**config.mk**
```make
export PLATFORM = sky130hd
export DESIGN_NAME = ifetch_m
export DESIGN_NICKNAME = d
export VERILOG_FILES = /design/src/rtl/ifetch_m.sv
export SDC_FILE = /design/constraint.sdc
export NUM_CORES = 1
export LEC_CHECK = 0
export BUFFER_PORTS_ARGS = -buffer_cell sky130_fd_sc_hd__buf_2
export CORE_AREA = 2 2 136 138
export CTS_BUF_LIST = sky130_fd_sc_hd__clkbuf_4 sky130_fd_sc_hd__clkbuf_8
export DETAILED_ROUTE_END_ITERATION = 12
export DIE_AREA = 0 0 138 140
export SYNTH_ARGS = -nofsm -noshare
export SYNTH_HDL_FRONTEND = slang
export SYNTH_SLANG_ARGS = --single-unit
```
**constraint.sdc**
```tcl
create_clock -name clk -period 7.7 [get_ports clk]
set_input_delay 2.31 -clock clk [delete_from_list [all_inputs] [get_ports clk]]
set_output_delay 2.31 -clock clk [all_outputs]
set_load 0.005 [all_outputs]
```
**src/rtl/ifetch_m.sv**
```systemverilog
// Instruction fetch stage: owns the PC, drives the instruction memory and buffers fetched words
// in a small queue toward decode. Define IF_MISALIGN_EN to trap misaligned redirects.
module ifetch_m #(
  parameter int unsigned       ADDR_W   = 32,
  parameter int unsigned       INSTR_W  = 32,
  parameter int unsigned       QDEPTH   = 2,
  parameter logic [ADDR_W-1:0]  RESET_PC = '0,
  parameter logic [INSTR_W-1:0] ILLEGAL  = '0
) (
  input  logic               clk,
  input  logic               srst,
  input  logic               fetch_en,
  output logic [ADDR_W-1:0]  im_addr,
  input  logic               im_ready,
  input  logic [INSTR_W-1:0] im_instr,
  input  logic               redir_valid,
  input  logic [ADDR_W-1:0]  redir_pc,
  output logic               dec_valid,
  input  logic               dec_ready,
  output logic [ADDR_W-1:0]  dec_pc,
  output logic [INSTR_W-1:0] dec_instr,
  output logic               fetch_misalign
);

  localparam int unsigned PTR_W = $clog2(QDEPTH);
  localparam logic [PTR_W:0] CNT_FULL = (PTR_W+1)'(QDEPTH);
  localparam logic [PTR_W:0] CNT_LAST = CNT_FULL - 1'b1;

  typedef enum logic [1:0] {StIdle, StFetch, StFull} state_t;

  state_t             state, state_next;
  logic [ADDR_W-1:0]  pc, pc_next;
  logic               lock, lock_next;
  logic               misalign, misalign_next;

  logic [ADDR_W-1:0]  q_pc    [QDEPTH];
  logic [INSTR_W-1:0] q_instr [QDEPTH];
  logic [PTR_W-1:0]   rd_ptr, wr_ptr;
  logic [PTR_W:0]     count;

  logic               full, push, pop, redir_bad;
  logic [ADDR_W-1:0]  redir_tgt;

`ifdef IF_MISALIGN_EN
  assign redir_bad = |redir_pc[1:0];
  assign redir_tgt = redir_pc;
`else
  logic unused_redir_lsb;
  assign unused_redir_lsb = ^redir_pc[1:0];
  assign redir_bad = 1'b0;
  assign redir_tgt = {redir_pc[ADDR_W-1:2], 2'b00};
`endif

  assign full      = (count == CNT_FULL);
  assign dec_valid = (count != '0);
  // A redirect discards both the incoming word and any decode handshake of the same cycle.
  assign pop  = dec_valid & dec_ready & ~redir_valid;
  assign push = (state == StFetch) & im_ready & (~full | pop) & ~redir_valid;

  always_comb begin
    state_next    = state;
    pc_next       = pc;
    lock_next     = lock;
    misalign_next = 1'b0;
    if (redir_valid) begin
      if (redir_bad) begin
        state_next    = StIdle;
        lock_next     = 1'b1;
        misalign_next = 1'b1;
      end else begin
        pc_next    = redir_tgt;
        lock_next  = 1'b0;
        state_next = fetch_en ? StFetch : StIdle;
      end
    end else begin
      case (state)
        StIdle: if (fetch_en && !lock) state_next = StFetch;
        StFetch: begin
          if (push) pc_next = pc + ADDR_W'(4);
          if (push && !pop && count == CNT_LAST) state_next = StFull;
          else if (!fetch_en)                    state_next = StIdle;
        end
        StFull:  if (pop) state_next = StFetch;
        default: state_next = StIdle;
      endcase
    end
  end

  always_ff @(posedge clk) begin
    if (srst) begin
      state    <= StIdle;
      pc       <= RESET_PC;
      lock     <= 1'b0;
      misalign <= 1'b0;
      rd_ptr   <= '0;
      wr_ptr   <= '0;
      count    <= '0;
    end else begin
      state    <= state_next;
      pc       <= pc_next;
      lock     <= lock_next;
      misalign <= misalign_next;
      if (redir_valid) begin
        rd_ptr <= '0;
        wr_ptr <= '0;
        count  <= '0;
      end else begin
        if (push) wr_ptr <= wr_ptr + 1'b1;
        if (pop)  rd_ptr <= rd_ptr + 1'b1;
        if (push && !pop)      count <= count + 1'b1;
        else if (pop && !push) count <= count - 1'b1;
      end
    end
  end

  always_ff @(posedge clk) begin
    if (push) begin
      q_pc[wr_ptr]    <= pc;
      q_instr[wr_ptr] <= im_instr;
    end
  end

  assign im_addr        = pc;
  assign dec_pc         = dec_valid ? q_pc[rd_ptr] : '0;
  assign dec_instr      = dec_valid ? q_instr[rd_ptr] : ILLEGAL;
  assign fetch_misalign = misalign;

endmodule

```
== Word-level counts from Yosys, hierarchy flattened ==
Memories as Yosys holds them, arrays and structs flattened. A register that Yosys moved wholly into a read port is not among the register bits.
Cells that the tools add are included.
Storage, ports and cells
  flip-flop bits (word level): 38
  memory bits (writable): 128
  memories: 2
Operators by class
  add/sub/neg operators: 5
  eq/ne operators: 7
  mux-type cells: 20
  bitwise gates (word level): 8
  reductions and logical operators: 14
Memories
  q_instr: depth 2, bits a word 32, read ports 1, clocked after Yosys merged registers in 1, write ports 1, line 37  | logic [INSTR_W-1:0] q_instr [QDEPTH];
  q_pc: depth 2, bits a word 32, read ports 1, clocked after Yosys merged registers in 1, write ports 1, line 36  | logic [ADDR_W-1:0] q_pc [QDEPTH];
Operator list (count)
  32-bit two-way mux: 5
  32-bit by 3-bit adder with 32-bit output, second input constant: 1
  2-bit two-way mux: 7
  2-bit nonzero test: 4
  1-bit two-way mux: 7
  3-bit != test, second input constant: 2
  2-bit one-hot mux with 3 select lines: 1
  1-bit bitwise AND: 5
  2-bit by 1-bit == test with 1-bit output, second input constant: 2
  2-bit == test, second input constant: 2
  4-bit by 3-bit != test with 1-bit output, second input constant: 1
  2-bit AND reduction: 2
  1-bit logical AND: 3
  3-bit AND reduction: 1
  1-bit adder, second input constant: 2
  2-bit by 1-bit adder with 2-bit output, second input constant: 1
  1-bit logical NOT: 2
  2-bit logical NOT: 1
  1-bit inverter: 2
  2-bit OR reduction: 1
  2-bit by 1-bit subtractor with 2-bit output, second input constant: 1
  1-bit OR: 1

== Logic depth before layout (Yosys ltp) ==
  depth in word-level cells: 11
  mapped depth: 12
  gate-level depth less buffers: 10

== Worst setup path after synthesis ==
Ideal clock, no wire load.
  path type: input -> register
  start: input port redir_valid
  end: memory q_instr[0][0] (enable)
  library setup time: 490 ps
  data arrival time: 6057 ps
  path slack: 1153 ps
  cell stages on the path: 5
  path buffers: 1
  cell sequence: or3b_4 -> buf_6 -> a21oi_2 -> and2_1 -> nor2b_1
Between the ends
  cells in the longest elaborated chain, start to end: 7
RTL lines
  from (decl): line 16  | input logic redir_valid,
  1-bit inverter (*): line 57, 58
  1-bit bitwise AND: line 57  | assign pop = dec_valid & dec_ready & ~redir_valid;
  1-bit OR: line 58  | assign push = (state == StFetch) & im_ready & (~full | pop) & ~redir_valid;
  1-bit bitwise AND: line 58
  1-bit bitwise AND (*): line 58
  1-bit two-way mux (*): line 117  | if (push) begin
  1-bit two-way mux (not written as such) (*): line 119  | q_instr[wr_ptr] <= im_instr;
  to (decl): line 37
Mark *: on every way between the ends. The rest lies on a longest branch, timed or not.

== Final worst setup path ==
  start: input port redir_valid
  end: memory q_instr[0][27] (enable)
Same word-level chain as after synthesis.

==> report_table.html <==
<table>
<tr><th>Metric</th><th>Value</th></tr>
<tr><th colspan="2">STA</th></tr>
<tr><td>Final Hold Violating Endpoints</td><td>0</td></tr>
<tr><td>Minimum clock period</td><td>4.70 ns</td></tr>
<tr><td>Number of max-slew violations in the final report</td><td>0</td></tr>
<tr><td>Achievable Freq</td><td>213 MHz</td></tr>
<tr><td>Final number of setup-violating endpoints</td><td>0</td></tr>
<tr><td>Setup repair after global routing missed its margin</td><td>no</td></tr>
<tr><td>Final critical-path setup slack</td><td>3.00 ns</td></tr>
<tr><td>Worst slew pin tran</td><td>1.24 ns</td></tr>
<tr><td>Sum of negative setup slack</td><td>0 ns</td></tr>
<tr><td>Post-route fraction of the period consumed by the critical path</td><td>61.1%</td></tr>
<tr><td>Worst max-slew margin expressed relative to the limit</td><td>17.4%</td></tr>
<tr><td>Final worst clock skew</td><td>0.0127 ns</td></tr>
<tr><th colspan="2">Synthesis</th></tr>
<tr><td>Cell accounting for the most synthesized area</td><td>sky130_fd_sc_hd__edfxtp_1</td></tr>
<tr><td>Synth Warn #</td><td>0</td></tr>
<tr><td>Synthesized instance count</td><td>560</td></tr>
<tr><td>Number of flops mapped to enable cells by yosys</td><td>124</td></tr>
<tr><td>Summed instance area of the synthesized netlist</td><td>0.00702 mm2</td></tr>
<tr><td>Main synth FF type</td><td>sky130_fd_sc_hd__edfxtp_1</td></tr>
<tr><td>Async SR Flop Fraction</td><td>0%</td></tr>
<tr><td>Register area share after synthesis</td><td>63.6%</td></tr>
<tr><td>Count of unique library cells instantiated by Yosys</td><td>59</td></tr>
<tr><td>Synth top area share</td><td>53.0%</td></tr>
<tr><td>Leading post-synthesis cells by cell area</td><td>sky130_fd_sc_hd__edfxtp_1 (53%), sky130_fd_sc_hd__dfxtp_1 (11%), sky130_fd_sc_hd__mux2i_1 (9.0%), sky130_fd_sc_hd__nor2_1 (4.9%), sky130_fd_sc_hd__and4_1 (2.1%)</td></tr>
<tr><td>Count of state elements after synthesis</td><td>161</td></tr>
<tr><td>Average instance area after synthesis</td><td>12.5 um2</td></tr>
<tr><th colspan="2">Floorplan</th></tr>
<tr><td>Die area</td><td>0.0193 mm2</td></tr>
<tr><td>Height of the chip</td><td>140 um</td></tr>
<tr><td>Starting density of the core</td><td>39.5%</td></tr>
<tr><td>Placement row count</td><td>49</td></tr>
<tr><td>Core footprint</td><td>0.0178 mm2</td></tr>
<tr><td>Top Ports</td><td>168</td></tr>
<tr><td>Die W</td><td>138 um</td></tr>
<tr><th colspan="2">Final layout</th></tr>
<tr><td>Synthesis-to-layout area growth</td><td>19.8%</td></tr>
<tr><td>Antenna Cells</td><td>0</td></tr>
<tr><td>Layout cell share with drive strength beyond 1</td><td>28.9%</td></tr>
<tr><td>Nets@finish</td><td>784</td></tr>
<tr><td>Number of standard cells in the layout, taps in and fillers out</td><td>951</td></tr>
<tr><th colspan="2">Routing</th></tr>
<tr><td>Detail-routed via count per cell</td><td>5.31</td></tr>
<tr><td>Final wirelength</td><td>16700 um</td></tr>
<tr><td>Routed vias</td><td>5047</td></tr>
<tr><td>Routed wire per std cell</td><td>17.5 um</td></tr>
<tr><td>DRC marker count from the first detailed-route iteration</td><td>304</td></tr>
<tr><td>Antenna-violating nets left</td><td>0</td></tr>
<tr><td>First drt pass iteration count</td><td>5</td></tr>
<tr><td>Remaining design rule violation count</td><td>0</td></tr>
<tr><th colspan="2">Setup path</th></tr>
<tr><td>Endpoint type of the worst setup path</td><td>register</td></tr>
<tr><td>Kind of cell adding the most delay to the critical path</td><td>simple AND/OR/NAND/NOR gates</td></tr>
<tr><td>Kind of launch point of the worst setup path</td><td>input port</td></tr>
<tr><td>Data arrival time of the worst path</td><td>4.78 ns</td></tr>
<tr><td>Worst-case register-to-register setup slack</td><td>4.48 ns</td></tr>
<tr><td>Worst R2R Path Depth</td><td>7</td></tr>
<tr><td>Combined buffer and inverter count along the critical path</td><td>2</td></tr>
<tr><td>Capture point of the worst reg-to-reg path</td><td>q_instr[0][27]</td></tr>
<tr><td>Source of the worst register-to-register timing path</td><td>count[0]</td></tr>
<tr><td>Critical-path cell list</td><td>buf_2 &gt; or3b_4 &gt; a21oi_2 &gt; and2_1 &gt; nor2b_4 &gt; buf_4</td></tr>
<tr><td>Longest individual stage delay on the worst path</td><td>0.65 ns</td></tr>
<tr><td>Category of the most critical setup path</td><td>in2reg</td></tr>
<tr><td>Crit-path slowest cell</td><td>sky130_fd_sc_hd__buf_4</td></tr>
<tr><td>Worst-path fanout max</td><td>54</td></tr>
<tr><td>Required arrival time at the worst endpoint</td><td>7.77 ns</td></tr>
<tr><th colspan="2">Placement</th></tr>
<tr><td>Hpwl dp</td><td>10700 um</td></tr>
<tr><td>Placed Instances</td><td>919</td></tr>
<tr><td>Global placer's final weighted congestion</td><td>0.872</td></tr>
<tr><td>Port Buffers</td><td>160</td></tr>
<tr><td>Pre-CTS WS</td><td>2.53 ns</td></tr>
<tr><th colspan="2">Global routing</th></tr>
<tr><td>Number of global-route vias before repair</td><td>4918</td></tr>
<tr><td>Largest net degree at the start of global routing</td><td>63</td></tr>
<tr><td>Tot GR Track Use</td><td>17.3%</td></tr>
<tr><td>Antenna violations before repair</td><td>0</td></tr>
<tr><td>Congestion Overflow GR</td><td>0</td></tr>
<tr><td>First-pass GRT wire length</td><td>26200 um</td></tr>
<tr><th colspan="2">CTS</th></tr>
<tr><td>CTS-repair resized insts</td><td>0</td></tr>
<tr><td>Number of buffers created by CTS</td><td>17</td></tr>
<tr><td>Worst-Skew Late Latency</td><td>0.45 ns</td></tr>
<tr><td>Clock-pin slew on the worst setup and hold paths</td><td>0.09 ns</td></tr>
<tr><td>Clock tree from TritonCTS</td><td>built</td></tr>
<tr><td>Post-CTS setup-driven buffer insertion count</td><td>0</td></tr>
<tr><td>H-tree depth</td><td>4</td></tr>
<tr><td>Clock Tree Root</td><td>sky130_fd_sc_hd__clkbuf_8</td></tr>
<tr><td>Clock sink count</td><td>161</td></tr>
<tr><td>Hold bufs inserted after CTS</td><td>0</td></tr>
<tr><td>Worst-case clock buffer depth</td><td>2</td></tr>
<tr><th colspan="2">Worst hold path</th></tr>
<tr><td>Min-Delay Path Depth</td><td>2</td></tr>
<tr><td>Worst Hold Launch</td><td>rd_ptr</td></tr>
<tr><td>Class of the tightest hold or removal check</td><td>reg2reg</td></tr>
<tr><th colspan="2">Run</th></tr>
<tr><td>Count of maximum capacitance violations</td><td>0</td></tr>
<tr><th colspan="2">Power</th></tr>
<tr><td>P_leak</td><td>3.11 nW</td></tr>
<tr><td>Max rail drop VDD</td><td>0.000101 V</td></tr>
<tr><td>Pwr Density</td><td>205 mW/mm2</td></tr>
<tr><th colspan="2">Run status</th></tr>
<tr><td>Result of the run</td><td>finished, final reports clean</td></tr>
</table>
==> registers in the layout (all words and copies together) (netlist names), named ones only <==
| name | flops |
|---|---|
| state | 2 |
| rd_ptr | 1 |
| count | 2 |
| q_instr | 64 |
| im_addr | 30 |
| q_pc | 60 |
| wr_ptr | 1 |
==> metrics by stage <==
stage               hold WS, ns  utilization [%]  power (mW)  cell area [um2]
floorplan                 0.472                -        1.05             7040
global placement          0.485             45.0        1.10             8000
detailed placement        0.492             45.0        1.10             8000
CTS                       0.515             47.3        1.74             8410
global route              0.540             47.3        1.80             8410
finish                    0.514             47.3        1.73             8410
==> worst max path at each step <==
stage                                 to   startpoint  cells after the start
final                     q_instr[0][27]  redir_valid                      6
after global routing       q_instr[0][0]  redir_valid                      6
after CTS                  q_instr[0][5]  redir_valid                      6
after detailed placement     q_pc[0][26]  redir_valid                      6
after global placement       q_pc[0][24]  redir_valid                      6
after floorplan            q_instr[0][0]  redir_valid                      5
==> power by group <==
part | internal, mW | total (mW) | switching [mW]
sequential | 0.955 | 0.982 | 0.0270
combinational | 0.0469 | 0.102 | 0.0555
clock | 0.333 | 0.643 | 0.309
total | 1.34 | 1.73 | 0.392
==> cell families (layout without fill, tap and decap cells) <==
kind of cell | Yosys count | count (layout) | share of synthesized area (%)
compound gates | 75 | 75 | 8.27
xor+xnor | 9 | 9 | 1.12
fa+ha+maj | 5 | 5 | 0.891
buf+inv | 53 | 211 | 3.26
flops | 161 | 161 | 63.6
mux | 63 | 63 | 8.98
other cells | 1 | 5 | 0.0534
simple gates | 193 | 193 | 13.8
==> cell usage in the layout (no fill, tap or decap), types with 11 or more instances in the layout <==
master	n
sky130_fd_sc_hd__buf_2	160
sky130_fd_sc_hd__edfxtp_1	124
sky130_fd_sc_hd__nor2_1	92
sky130_fd_sc_hd__mux2i_1	63
sky130_fd_sc_hd__dfxtp_1	36
sky130_fd_sc_hd__nand2_1	18
sky130_fd_sc_hd__clkbuf_8	18
sky130_fd_sc_hd__and4_1	17
sky130_fd_sc_hd__inv_1	16
sky130_fd_sc_hd__nand3_1	14
sky130_fd_sc_hd__a211oi_1	13
sky130_fd_sc_hd__nand4_1	11
==> Yosys cell counts (all sizes together), types with 3 or more instances <==
cell type / n
a21oi: 12
o21ai: 7
clkbuf: 23
dfxtp: 37
and4: 17
a2111oi: 8
a211oi: 15
ha: 5
nor2: 92
nor2b: 5
inv: 16
xor2: 3
a311oi: 6
nand4: 11
a31oi: 3
nor3: 9
nand2: 18
nand3b: 3
xnor2: 6
and2: 3
and3: 4
or3: 6
buf: 14
nand3: 14
o21a: 3
nor3b: 3
edfxtp: 124
mux2i: 63
==> final cells by class <==
class | count | area, um2
flip-flops and latches | 161 | 4470
clock inverters | 13 | 161
fillers | 1657 | 9370
clock buffers | 19 | 255
repair buffers | 163 | 823
inverters | 16 | 60.1
multi-input cells | 350 | 2360
well taps | 229 | 287
==> worst register-to-register path: stages, from the launching register on <==
cell	delay, ns
sky130_fd_sc_hd__dfxtp_1	0.39
sky130_fd_sc_hd__inv_1	0.08
sky130_fd_sc_hd__ha_2	0.34
sky130_fd_sc_hd__or3b_4	0.53
sky130_fd_sc_hd__a21oi_2	0.30
sky130_fd_sc_hd__and2_1	0.20
sky130_fd_sc_hd__nor2b_4	0.30
sky130_fd_sc_hd__buf_4	0.65
==> metal layers <==
metal,share of wire [%],up-vias,GRT usage [%]
li1,-,2395,-
met1,44,2432,22.9
met2,48,209,28.2
met3,6.8,11,4.89
met4,0.74,0,4.35
met5,0,-,0
(Power assumes the default switching activity.)
